--- src/rtl/seq_detector_param.sv ---
// Run-time programmable serial pattern detector (1..MAX_LEN bits, overlap/non-overlap).
// Optional saturating match counter is built when SEQ_DET_CNT_EN is defined.
module seq_detector_param #(
  parameter int                 MAX_LEN = 8,
  parameter int                 LEN_W   = $clog2(MAX_LEN + 1),
  parameter logic [MAX_LEN-1:0] RST_PAT = MAX_LEN'(8'b0011_1110),
  parameter int                 RST_LEN = 7,
  parameter int                 CNT_W   = 8
) (
  input  logic               clk,
  input  logic               rst,
  input  logic               serin,
  input  logic               detect,
  input  logic               cfg_load,
  input  logic [MAX_LEN-1:0] cfg_pattern,
  input  logic [LEN_W-1:0]   cfg_len,
  input  logic               cfg_overlap,
  output logic               serout,
  output logic [LEN_W-1:0]   state,
  output logic [CNT_W-1:0]   match_cnt,
  output logic               cnt_sat
);

  localparam logic [LEN_W:0]   MAX_LEN_X = (LEN_W + 1)'(MAX_LEN);
  localparam logic [LEN_W-1:0] FILL_MAX  = LEN_W'(MAX_LEN);

  logic [MAX_LEN-1:0] r_pat;
  logic [LEN_W-1:0]   r_len;
  logic               r_ovl;
  logic [MAX_LEN-1:0] r_hist;
  logic [LEN_W-1:0]   r_fill;

  logic [LEN_W:0]     w_len_x;
  logic [LEN_W:0]     w_fill_x;
  logic               w_cfg_ok;
  logic               w_fill_ok;
  logic [MAX_LEN-1:0] w_window;
  logic [MAX_LEN-1:0] w_mask;
  logic               w_hit;
  logic               w_serout;

  assign w_len_x   = {1'b0, r_len};
  assign w_fill_x  = {1'b0, r_fill};
  assign w_cfg_ok  = (r_len != '0) && (w_len_x <= MAX_LEN_X);
  // fill >= len-1, written without the subtraction so len=0 cannot underflow
  assign w_fill_ok = (w_fill_x + 1'b1) >= w_len_x;
  assign w_window  = {r_hist[MAX_LEN-2:0], serin};

  always_comb begin
    w_mask = '0;
    for (int i = 0; i < MAX_LEN; i++) begin
      w_mask[i] = ((LEN_W + 1)'(i) < w_len_x);
    end
  end

  assign w_hit    = (((w_window ^ r_pat) & w_mask) == '0);
  assign w_serout = detect & w_cfg_ok & ~cfg_load & w_fill_ok & w_hit;
  assign serout   = w_serout;
  assign state    = r_fill;

  always_ff @(posedge clk) begin
    if (rst) begin
      r_pat  <= RST_PAT;
      r_len  <= LEN_W'(RST_LEN);
      r_ovl  <= 1'b0;
      r_hist <= '0;
      r_fill <= '0;
    end else if (cfg_load) begin
      r_pat  <= cfg_pattern;
      r_len  <= cfg_len;
      r_ovl  <= cfg_overlap;
      r_hist <= '0;
      r_fill <= '0;
    end else if (detect) begin
      r_hist <= {r_hist[MAX_LEN-2:0], serin};
      if (w_cfg_ok) begin
        if (w_serout && !r_ovl) begin
          r_fill <= '0;
        end else if (r_fill != FILL_MAX) begin
          r_fill <= r_fill + 1'b1;
        end
      end
    end
  end

`ifdef SEQ_DET_CNT_EN
  localparam logic [CNT_W-1:0] CNT_MAX = '1;

  logic [CNT_W-1:0] r_cnt;
  logic             r_sat;

  always_ff @(posedge clk) begin
    if (rst || cfg_load) begin
      r_cnt <= '0;
      r_sat <= 1'b0;
    end else if (w_serout && (r_cnt != CNT_MAX)) begin
      r_cnt <= r_cnt + 1'b1;
      if (r_cnt == CNT_MAX - 1'b1) begin
        r_sat <= 1'b1;
      end
    end
  end

  assign match_cnt = r_cnt;
  assign cnt_sat   = r_sat;
`else
  assign match_cnt = '0;
  assign cnt_sat   = 1'b0;
`endif

endmodule

--- config.mk ---
export PLATFORM = sky130hd
export DESIGN_NAME = seq_detector_param
export DESIGN_NICKNAME = d
export VERILOG_FILES = /design/src/rtl/seq_detector_param.sv
export SDC_FILE = /design/constraint.sdc
export NUM_CORES = 1
export LEC_CHECK = 0
export ABC_AREA = 1
export CAP_MARGIN = 5
export CORE_MARGIN = 1
export CORE_UTILIZATION = 45
export CTS_CLUSTER_DIAMETER = 80
export CTS_CLUSTER_SIZE = 40
export DETAILED_ROUTE_END_ITERATION = 10
export HOLD_SLACK_MARGIN = 0.03
export PLACE_DENSITY = 0.73
export RECOVER_POWER = 50
export SETUP_SLACK_MARGIN = 0.1
export SKIP_LAST_GASP = 1
export SYNTH_ARGS = -nofsm -noshare
export SYNTH_HDL_FRONTEND = slang
export SYNTH_SLANG_ARGS = --single-unit
--- constraint.sdc ---
create_clock -name clk -period 2.15 [get_ports clk]
set_input_delay 0.215 -clock clk [delete_from_list [all_inputs] [get_ports clk]]
set_output_delay 0.215 -clock clk [all_outputs]
set_load 0.005 [all_outputs]
==> results.cfg, run 1 <==
[outcome]
status = finished, violations left
violations = setup timing

[clocking]
clockBufferDepth = 2
clock-sinks = 24
path_clk_slew_ps = 140
cts_tree = yes
htree_levels = 1
numCtsBuffers = 3
clk-insertion-delay-late_ps = 320
cts-root-buf = clkbuf_4

[yosys]
yosysSeqAreaShare = 0.338
synth_top_area_share = 0.338
ys.warnings.count = 0
synthArstFlopShare = 0
ys_ff_latch = 24
ys_types = 26
synth.area.top_cells = dfxtp_1 34%, nand2_1 15%, a21oi_1 7.8%, o21ai_0 7.0%, inv_1 6.9%
postSynthAreaPerCell_sq_um = 6.67
synth_ff_type = dfxtp_1
synth_area_sq_um = 1420
synth_edf_count = 0
netlist.top_cell.by_area = dfxtp_1
syn_inst = 213

[placed_design]
gp_congestion = 0.860
dp.final_hpwl_um = 2270
port-buffer-count = 22
dp_slack_ps = -245

[routing]
vias_per_cell = 4.67
drtIter0Drc = 40
vias = 1353
firstDrtPassIters = 4
wl_um = 3080
ant_nets = 0
avgRoutedWirePerCell_um = 10.6
drc = 0

[setup_path]
critical_path.max_stage_delay_ps = 390
cp_data_required_time_ps = 1930
critical_path_arrival_ps = 2060
cpMaxStageDelayCell = dfxtp_4
path_class = reg2out
worstSetupStartpointType = flop
crit_top_cell = nor2_1
end_kind = output port
worst_r2r_path_depth = 14
crit_family = simple AND/OR/NAND/NOR gates
cp.depth = 9
crit_chain = ha_4 > xor2_2 > ha_1 > nand2_1 > nand3b_1 > nor2_1 > nor2_1 > nor4_1 > buf_2
cp_num_buf_inv = 1
crit_fanout = 4

[sta]
grt_setup_unrepaired = yes
finalSetupViolations = 1
hold_violations = 0
slew_violations = 0
setup_slack_ps = -125
skew_ps = 7.35
period_needed_ps = 2280
period_share = 1.06
max_freq_ghz = 0.440

[layout]
antennaDiodeCount = 0
finalNetCount = 271
layout-drive-gt1-share = 0.187
area_delta_synth_final_pct = 30.6

[global_routing]
track_usage = 0.204
grt-ovfl-total = 0
antenna_found_initial = 0
grt_pass1_wl_um = 5300
grt_max_degree = 17
first_global_vias = 1246

[power_and_ir_drop]
leakage_uw = 0.000869
power_uw = 946
ir_drop_uv = 378
powerDensity_nw_per_um2 = 510

[floorplan]
core-area_sq_um = 3030
die_area_sq_um = 3380
start_util = 0.469
die_w_um = 58.2
io_pins = 32
num_rows = 20
die_y_um = 58.2

[hold_path]
whs_path_depth = 3
min_path_type = in2reg

[run]
max-cap-violations = 0
sequential cells by signal, summed over array words and instances, names as in the netlist:
signal / flops
r_hist: 7
r_len: 4
r_ovl: 1
r_pat: 8
state: 4
cell type report:
| type | instances | area, sq um |
|---|---|---|
| multi-input cells | 149 | 831 |
| repair buffers | 36 | 320 |
| clock buffers | 4 | 36.3 |
| well taps | 44 | 55.1 |
| fillers | 302 | 1170 |
| inverters | 33 | 124 |
| flip-flops and latches | 24 | 488 |
metal layers:
| layer | vias up | GRT usage | routed length, um |
|---|---|---|---|
| met5 | - | 0 | 0 |
| met4 | 0 | 0.0714 | 27 |
| met3 | 4 | 0.0223 | 71 |
| met2 | 24 | 0.350 | 1550 |
| met1 | 609 | 0.267 | 1430 |
| li1 | 716 | - | - |
worst min-delay path, cell delays in order:
cell and delay [ps]:
clkdlybuf4s50_1 410, nand2_1 70, nand3_1 70
repair_timing:
| item | CTS | global route |
|---|---|---|
| gates resized for setup | 11 | 10 |
| hold buffers | 0 | 0 |
| endpoints found under the setup margin | 5 | 5 |
| setup buffers | 0 | 1 |
| pin swaps | 7 | 11 |
power by group:
part	internal, uW	total [uW]	leakage (uW)	switching (uW)
Sequential	469	489	0.000200	20.2
Clock	104	241	0.0000210	138
Combinational	103	215	0.000649	112
metrics by stage:
| step | hold WS (ps) | area, sq um | setup TNS (ps) | cells | util |
|---|---|---|---|---|---|
| 6_report | 475 | 1850 | -125 | 290 | 0.612 |
| 5_1_grt | 494 | 1850 | -509 | 290 | 0.612 |
| 4_1_cts | 471 | 1800 | -170 | 289 | 0.596 |
| 3_5_place_dp | 465 | 1730 | -245 | 285 | 0.572 |
| 3_3_place_gp | 462 | 1730 | -133 | 285 | 0.572 |
| 2_1_floorplan | 341 | 1450 | 0 | 221 | - |
cells by family (layout without fill, tap and decap cells):
| group | after synthesis | count (layout) | synth area share |
|---|---|---|---|
| buffers and inverters | 48 | 73 | 0.151 |
| flip-flops | 24 | 24 | 0.338 |
| XOR/XNOR | 2 | 2 | 0.0123 |
| other | 1 | 9 | 0.00264 |
| AND/OR/NAND/NOR | 88 | 88 | 0.285 |
| adder cells (fa/ha/maj) | 6 | 6 | 0.0529 |
| AO/OA/AOI/OAI | 44 | 44 | 0.159 |
cell usage after synthesis, types with 6 or more instances:
library cell	instances
nand2_1	56
inv_1	26
dfxtp_1	24
a21oi_1	22
o21ai_0	20
nand3_1	10
buf_4	9
nor2_1	9
clkbuf_1	6
ha_1	6
inv_2	6
placed cells by master (no fill, tap or decap), drive strengths merged:
master,count
nand3b,1
nand2,59
nor2,13
nor4,1
clkinv,1
clkdlybuf4s50,20
nand3,11
o21ai,20
dlygate4sd3,1
conb,9
buf,15
xor2,2
a21oi,22
and2,1
ha,6
o21bai,1
nand4,1
nor3b,1
dfxtp,24
o21a,1
inv,32
clkbuf,4
worst paths after layout:
| kind | to | from | slack (ps) |
|---|---|---|---|
| max reg2reg | state[1]$_SDFFE_PP0P_ | state[0]$_SDFFE_PP0P_ | 50 |
| min reg2reg | r_hist[2]$_SDFFE_PP0P_ | r_hist[1]$_SDFFE_PP0P_ | 480 |
| max | serout | state[0]$_SDFFE_PP0P_ | -130 |
| min | r_len[0]$_SDFFE_PP1P_ | cfg_len[0] | 470 |
Power figures use the tool's default switching activity.
==> inputs of run 2 (changes only) <==
--- a/config.mk
+++ b/config.mk
@@ -8,15 +8,14 @@
 export ABC_AREA = 1
 export CAP_MARGIN = 5
 export CORE_MARGIN = 1
-export CORE_UTILIZATION = 45
+export CORE_UTILIZATION = 50
 export CTS_CLUSTER_DIAMETER = 80
 export CTS_CLUSTER_SIZE = 40
 export DETAILED_ROUTE_END_ITERATION = 10
 export HOLD_SLACK_MARGIN = 0.03
-export PLACE_DENSITY = 0.73
+export PLACE_DENSITY = 0.79
 export RECOVER_POWER = 50
 export SETUP_SLACK_MARGIN = 0.1
-export SKIP_LAST_GASP = 1
 export SYNTH_ARGS = -nofsm -noshare
 export SYNTH_HDL_FRONTEND = slang
 export SYNTH_SLANG_ARGS = --single-unit
==> constraint.sdc (replaced) <==
create_clock -name clk -period 2.57 [get_ports clk]
set_input_delay 0.257 -clock clk [delete_from_list [all_inputs] [get_ports clk]]
set_output_delay 0.257 -clock clk [all_outputs]
set_load 0.005 [all_outputs]
==> results.cfg, run 2 (same netlist as run 1, synthesis figures left out) <==
[outcome]
status = complete, no violations

[setup_path]
worstSetupStartpointType = flop
crit_fanout = 5
critical_path.max_stage_delay_ps = 410
cp_data_required_time_ps = 2310
critical_path_arrival_ps = 2070
end_kind = output port
path_class = reg2out
cpMaxStageDelayCell = dfxtp_1
crit_family = adder cells
crit_chain = ha_1 > xor2_1 > ha_1 > nand2_1 > inv_1 > o21ai_0 > nand2_1 > nor2_1 > nor4_2 > buf_2
cp_num_buf_inv = 2

[power_and_ir_drop]
power_uw = 724
ir_drop_uv = 414
powerDensity_nw_per_um2 = 434
leakage_uw = 0.000800

[clocking]
cts-root-buf = clkbuf_4
htree_levels = 1
path_clk_slew_ps = 120
clk-insertion-delay-late_ps = 310
postCtsSetupBuffers = 0
clock-sinks = 24
cts_tree = yes
clockBufferDepth = 2
numCtsBuffers = 3

[global_routing]
track_usage = 0.200
antenna_found_initial = 0
grt-ovfl-total = 0
grt_pass1_wl_um = 4950
use_met2 = 0.339
grt_max_degree = 17
first_global_vias = 1169
grt.busiest_layer = met2
grtUsageMet3 = 0.0468
met1_usage = 0.255

[layout]
largest_register_ffs = 8
layout-drive-gt1-share = 0.0983
regMostFlops = r_pat
layout_commonest_cell = nand2_1
layout_common_cells = 56 x nand2_1, 26 x inv_1, 23 x dfxtp_1, 22 x a21oi_1
antennaDiodeCount = 0
finalNetCount = 260
reg_top3 = r_pat: 8 flops, r_hist: 7 flops
area_delta_synth_final_pct = 17.4

[sta]
tightest_slew_ps = 703
hold_violations = 0
slew_headroom = 0.529
skew_ps = 8.82
finalSetupViolations = 0
period_needed_ps = 2320
finalSetupTns_ps = 0
max_freq_ghz = 0.431
period_share = 0.904
grt_setup_unrepaired = no
slew_violations = 0

[floorplan]
die_area_sq_um = 3060
num_rows = 18
io_pins = 32
core-area_sq_um = 2590
start_util = 0.548
die_y_um = 55.3
die_w_um = 55.3

[run]
max-cap-violations = 0

[routing]
drtIter0Drc = 40
vias_per_cell = 4.88
drc = 0
vias = 1288
ant_nets = 0
firstDrtPassIters = 4
wl_um = 2750
avgRoutedWirePerCell_um = 10.4

[placed_design]
gp_congestion = 0.833
port-buffer-count = 22
dp.final_hpwl_um = 2170

[hold_path]
min_path_type = reg2reg
run 2: tightest hold or removal path, delay by kind of cell (launching register included):
family                 cells  cell delay, ps
AOI/OAI and AO/OA          1              60
buffers and inverters      1              60
DFF                        1             330
run 2: metrics by stage:
step / util / worst slack, ps / area [sq um] / hold WS, ps / instances
after detailed placement: 0.633 / 67.0 / 1640 / 465 / 261
after floorplan: - / 598 / 1450 / 383 / 221
after global placement: 0.633 / 150 / 1640 / 459 / 261
after CTS: 0.642 / 145 / 1660 / 476 / 264
final: 0.644 / 248 / 1670 / 481 / 264
after global routing: 0.644 / 57.9 / 1670 / 517 / 264
run 2: layout make-up:
type / instances / area, sq um
fill: 255 / 922
tap: 30 / 37.5
inverter: 33 / 124
clock buffer: 3 / 22.5
sequential: 24 / 484
multi-input combinational: 149 / 762
timing repair buffer: 25 / 238
run 2: final timing paths:
kind | startpoint | depth (start not counted) | slack [ps] | endpoint
worst min-delay path | r_pat[6]$_SDFFE_PP0P_ | 2 | 480 | r_pat[6]$_SDFFE_PP0P_
worst max-delay path | state[1]$_SDFFE_PP0P_ | 10 | 250 | serout
worst min register to register | r_pat[6]$_SDFFE_PP0P_ | 2 | 480 | r_pat[6]$_SDFFE_PP0P_
worst max register to register | state[1]$_SDFFE_PP0P_ | 14 | 340 | state[0]$_SDFFE_PP0P_
run 2: power by group:
group / switching, uW / total, uW / internal, uW
combinational: 83.0 / 154 / 70.7
clock: 105 / 160 / 54.8
sequential: 17.6 / 410 / 393
total: 206 / 724 / 518
run 2: repair_timing:
item / in CTS / in global routing
pin swaps: 1 / 1
endpoints found under the setup margin: 1 / 1
resized for setup: 6 / 2
hold buffers: 0 / 0
run 2: layer usage:
layer  wire (um)  vias to the layer above
li1            -                      698
met1        1300                      554
met2        1280                       31
met3         135                        5
met4          26                        0
met5           0                        -
==> inputs of run 3 (changes only) <==
--- a/config.mk
+++ b/config.mk
@@ -7,7 +7,7 @@
 export LEC_CHECK = 0
 export ABC_AREA = 1
 export CAP_MARGIN = 5
-export CORE_MARGIN = 1
+export CORE_MARGIN = 3
 export CORE_UTILIZATION = 50
 export CTS_CLUSTER_DIAMETER = 80
 export CTS_CLUSTER_SIZE = 40
==> results.cfg, run 3 (same netlist as run 1, synthesis figures left out) <==
[clocking]
htree_levels = 1
numCtsBuffers = 3
cts-root-buf = clkbuf_4
clockBufferDepth = 2
clk-insertion-delay-late_ps = 330
clock-sinks = 24
hold_buffers = 0
path_clk_slew_ps = 150
cts_tree = yes

[placed_design]
gp_congestion = 0.882
dp.final_hpwl_um = 2160
port-buffer-count = 22

[power_and_ir_drop]
power_uw = 778
p_sw_uw = 224
leakage_uw = 0.000811
intPower_uw = 553
combPwrFrac = 0.204
clkPwrFrac = 0.267
powerDensity_nw_per_um2 = 452
swShare = 0.289
seqPwrFrac = 0.529
ir_drop_uv = 463

[layout]
fin_util = 0.665
reg_top3 = r_pat: 8 flops, r_hist: 7 flops
fillCellCount = 236
antennaDiodeCount = 0
finalNetCount = 262
area_delta_synth_final_pct = 21.2
multiInputGateArea_sq_um = 788
layout_commonest_cell = nand2_1
regMostFlops = r_pat
layout-drive-gt1-share = 0.122
largest_register_ffs = 8
layout_common_cells = 56 x nand2_1, 26 x inv_1, 22 x a21oi_1, 21 x dfxtp_1
seqCellArea_sq_um = 487

[setup_path]
critical_path_arrival_ps = 2060
end_kind = output port
path_class = reg2out
regToRegSetupSlack_ps = 480
worstSetupStartpointType = flop
cp_data_required_time_ps = 2310
crit_fanout = 5

[sta]
finalSetupTns_ps = 0
finalSetupViolations = 0
skew_ps = 17.8
slew_violations = 0
period_needed_ps = 2310
period_share = 0.900
max_freq_ghz = 0.432
grt_setup_unrepaired = yes
hold_violations = 0

[floorplan]
start_util = 0.548
num_rows = 18
die_y_um = 59.3
io_pins = 32
die_area_sq_um = 3520
die_w_um = 59.3
core-area_sq_um = 2590

[routing]
avgRoutedWirePerCell_um = 11.2
wl_um = 2990
drc = 0
firstDrtPassIters = 4
vias = 1330
drtIter0Drc = 60
ant_nets = 0
vias_per_cell = 4.98

[global_routing]
grt-ovfl-total = 0
track_usage = 0.177
antenna_found_initial = 0
grt_pass1_wl_um = 4730
first_global_vias = 1100
grt_max_degree = 17

[hold_path]
min_path_type = reg2reg

[run]
max-cap-violations = 0

[outcome]
status = complete, no violations
## run 3: changes by cell type in the layout (fill, tap and decap cells not counted)
cell      before  now
dfxtp_2        0    2
nor4_1         0    1
nor4_2         1    0
clkbuf_8       0    1
clkbuf_1       0    1
ha_1           6    4
xor2_1         2    1
buf_4          3    4
xor2_2         0    1
dfxtp_1       23   21
ha_4           0    2
## run 3: repair_timing
action                                 4_1_cts  5_1_grt
setup endpoints to repair                    1        1
resized for setup                            6        6
setup buffers                                0        1
pin swaps                                    1        6
endpoints found under the hold margin        0        0
## run 3: path summary, 6_finish.rpt
kind | from | end | cells after the start
worst max-delay path | state[1]$_SDFFE_PP0P_ | serout | 9
worst min-delay path | r_pat[6]$_SDFFE_PP0P_ | r_pat[6]$_SDFFE_PP0P_ | 2
worst max register to register | state[1]$_SDFFE_PP0P_ | state[1]$_SDFFE_PP0P_ | 13
worst min register to register | r_pat[6]$_SDFFE_PP0P_ | r_pat[6]$_SDFFE_PP0P_ | 2
## run 3: per-layer routing
metal,up-vias,routed length [um],GRT usage
li1,697,-,-
met3,6,250,0.0414
met5,-,0,0
met2,52,1370,0.278
met4,0,32,0.0550
met1,575,1330,0.239
## run 3: power groups by stage
| stage | clock (uW) | combinational (uW) | sequential [uW] |
|---|---|---|---|
| finish | 208 | 159 | 411 |
| global route | 226 | 183 | 414 |
| global placement | 0 | 152 | 418 |
| floorplan | 0 | 110 | 415 |
| CTS | 211 | 155 | 410 |
| detailed placement | 0 | 154 | 418 |
## run 3: worst max-delay path, stage by stage, from the launching register on
cell and delay [ps]:
dfxtp_2 380, ha_4 170, xor2_2 150, ha_1 290, nand2_1 50, nand3b_1 140
nor2_1 110, nor2_1 60, nor4_1 220, buf_2 160
## run 3: area by class of cell
class,instances,share of cell area
Timing Repair Buffer,27,0.145
Sequential cell,24,0.283
Multi-Input combinational cell,149,0.458
Inverter,33,0.0719
Tap cell,30,0.0218
Clock buffer,4,0.0211
## run 3: per-stage QoR
| stage | hold WS [ps] | std cells | instance area [sq um] | setup slack [ps] |
|---|---|---|---|---|
| 3_3_place_gp | 459 | 262 | 1650 | 154 |
| 4_1_cts | 482 | 266 | 1680 | 154 |
| 3_5_place_dp | 462 | 262 | 1650 | 111 |
| 5_1_grt | 507 | 267 | 1720 | 77.3 |
| 2_1_floorplan | 383 | 221 | 1450 | 598 |
| 6_report | 478 | 267 | 1720 | 257 |
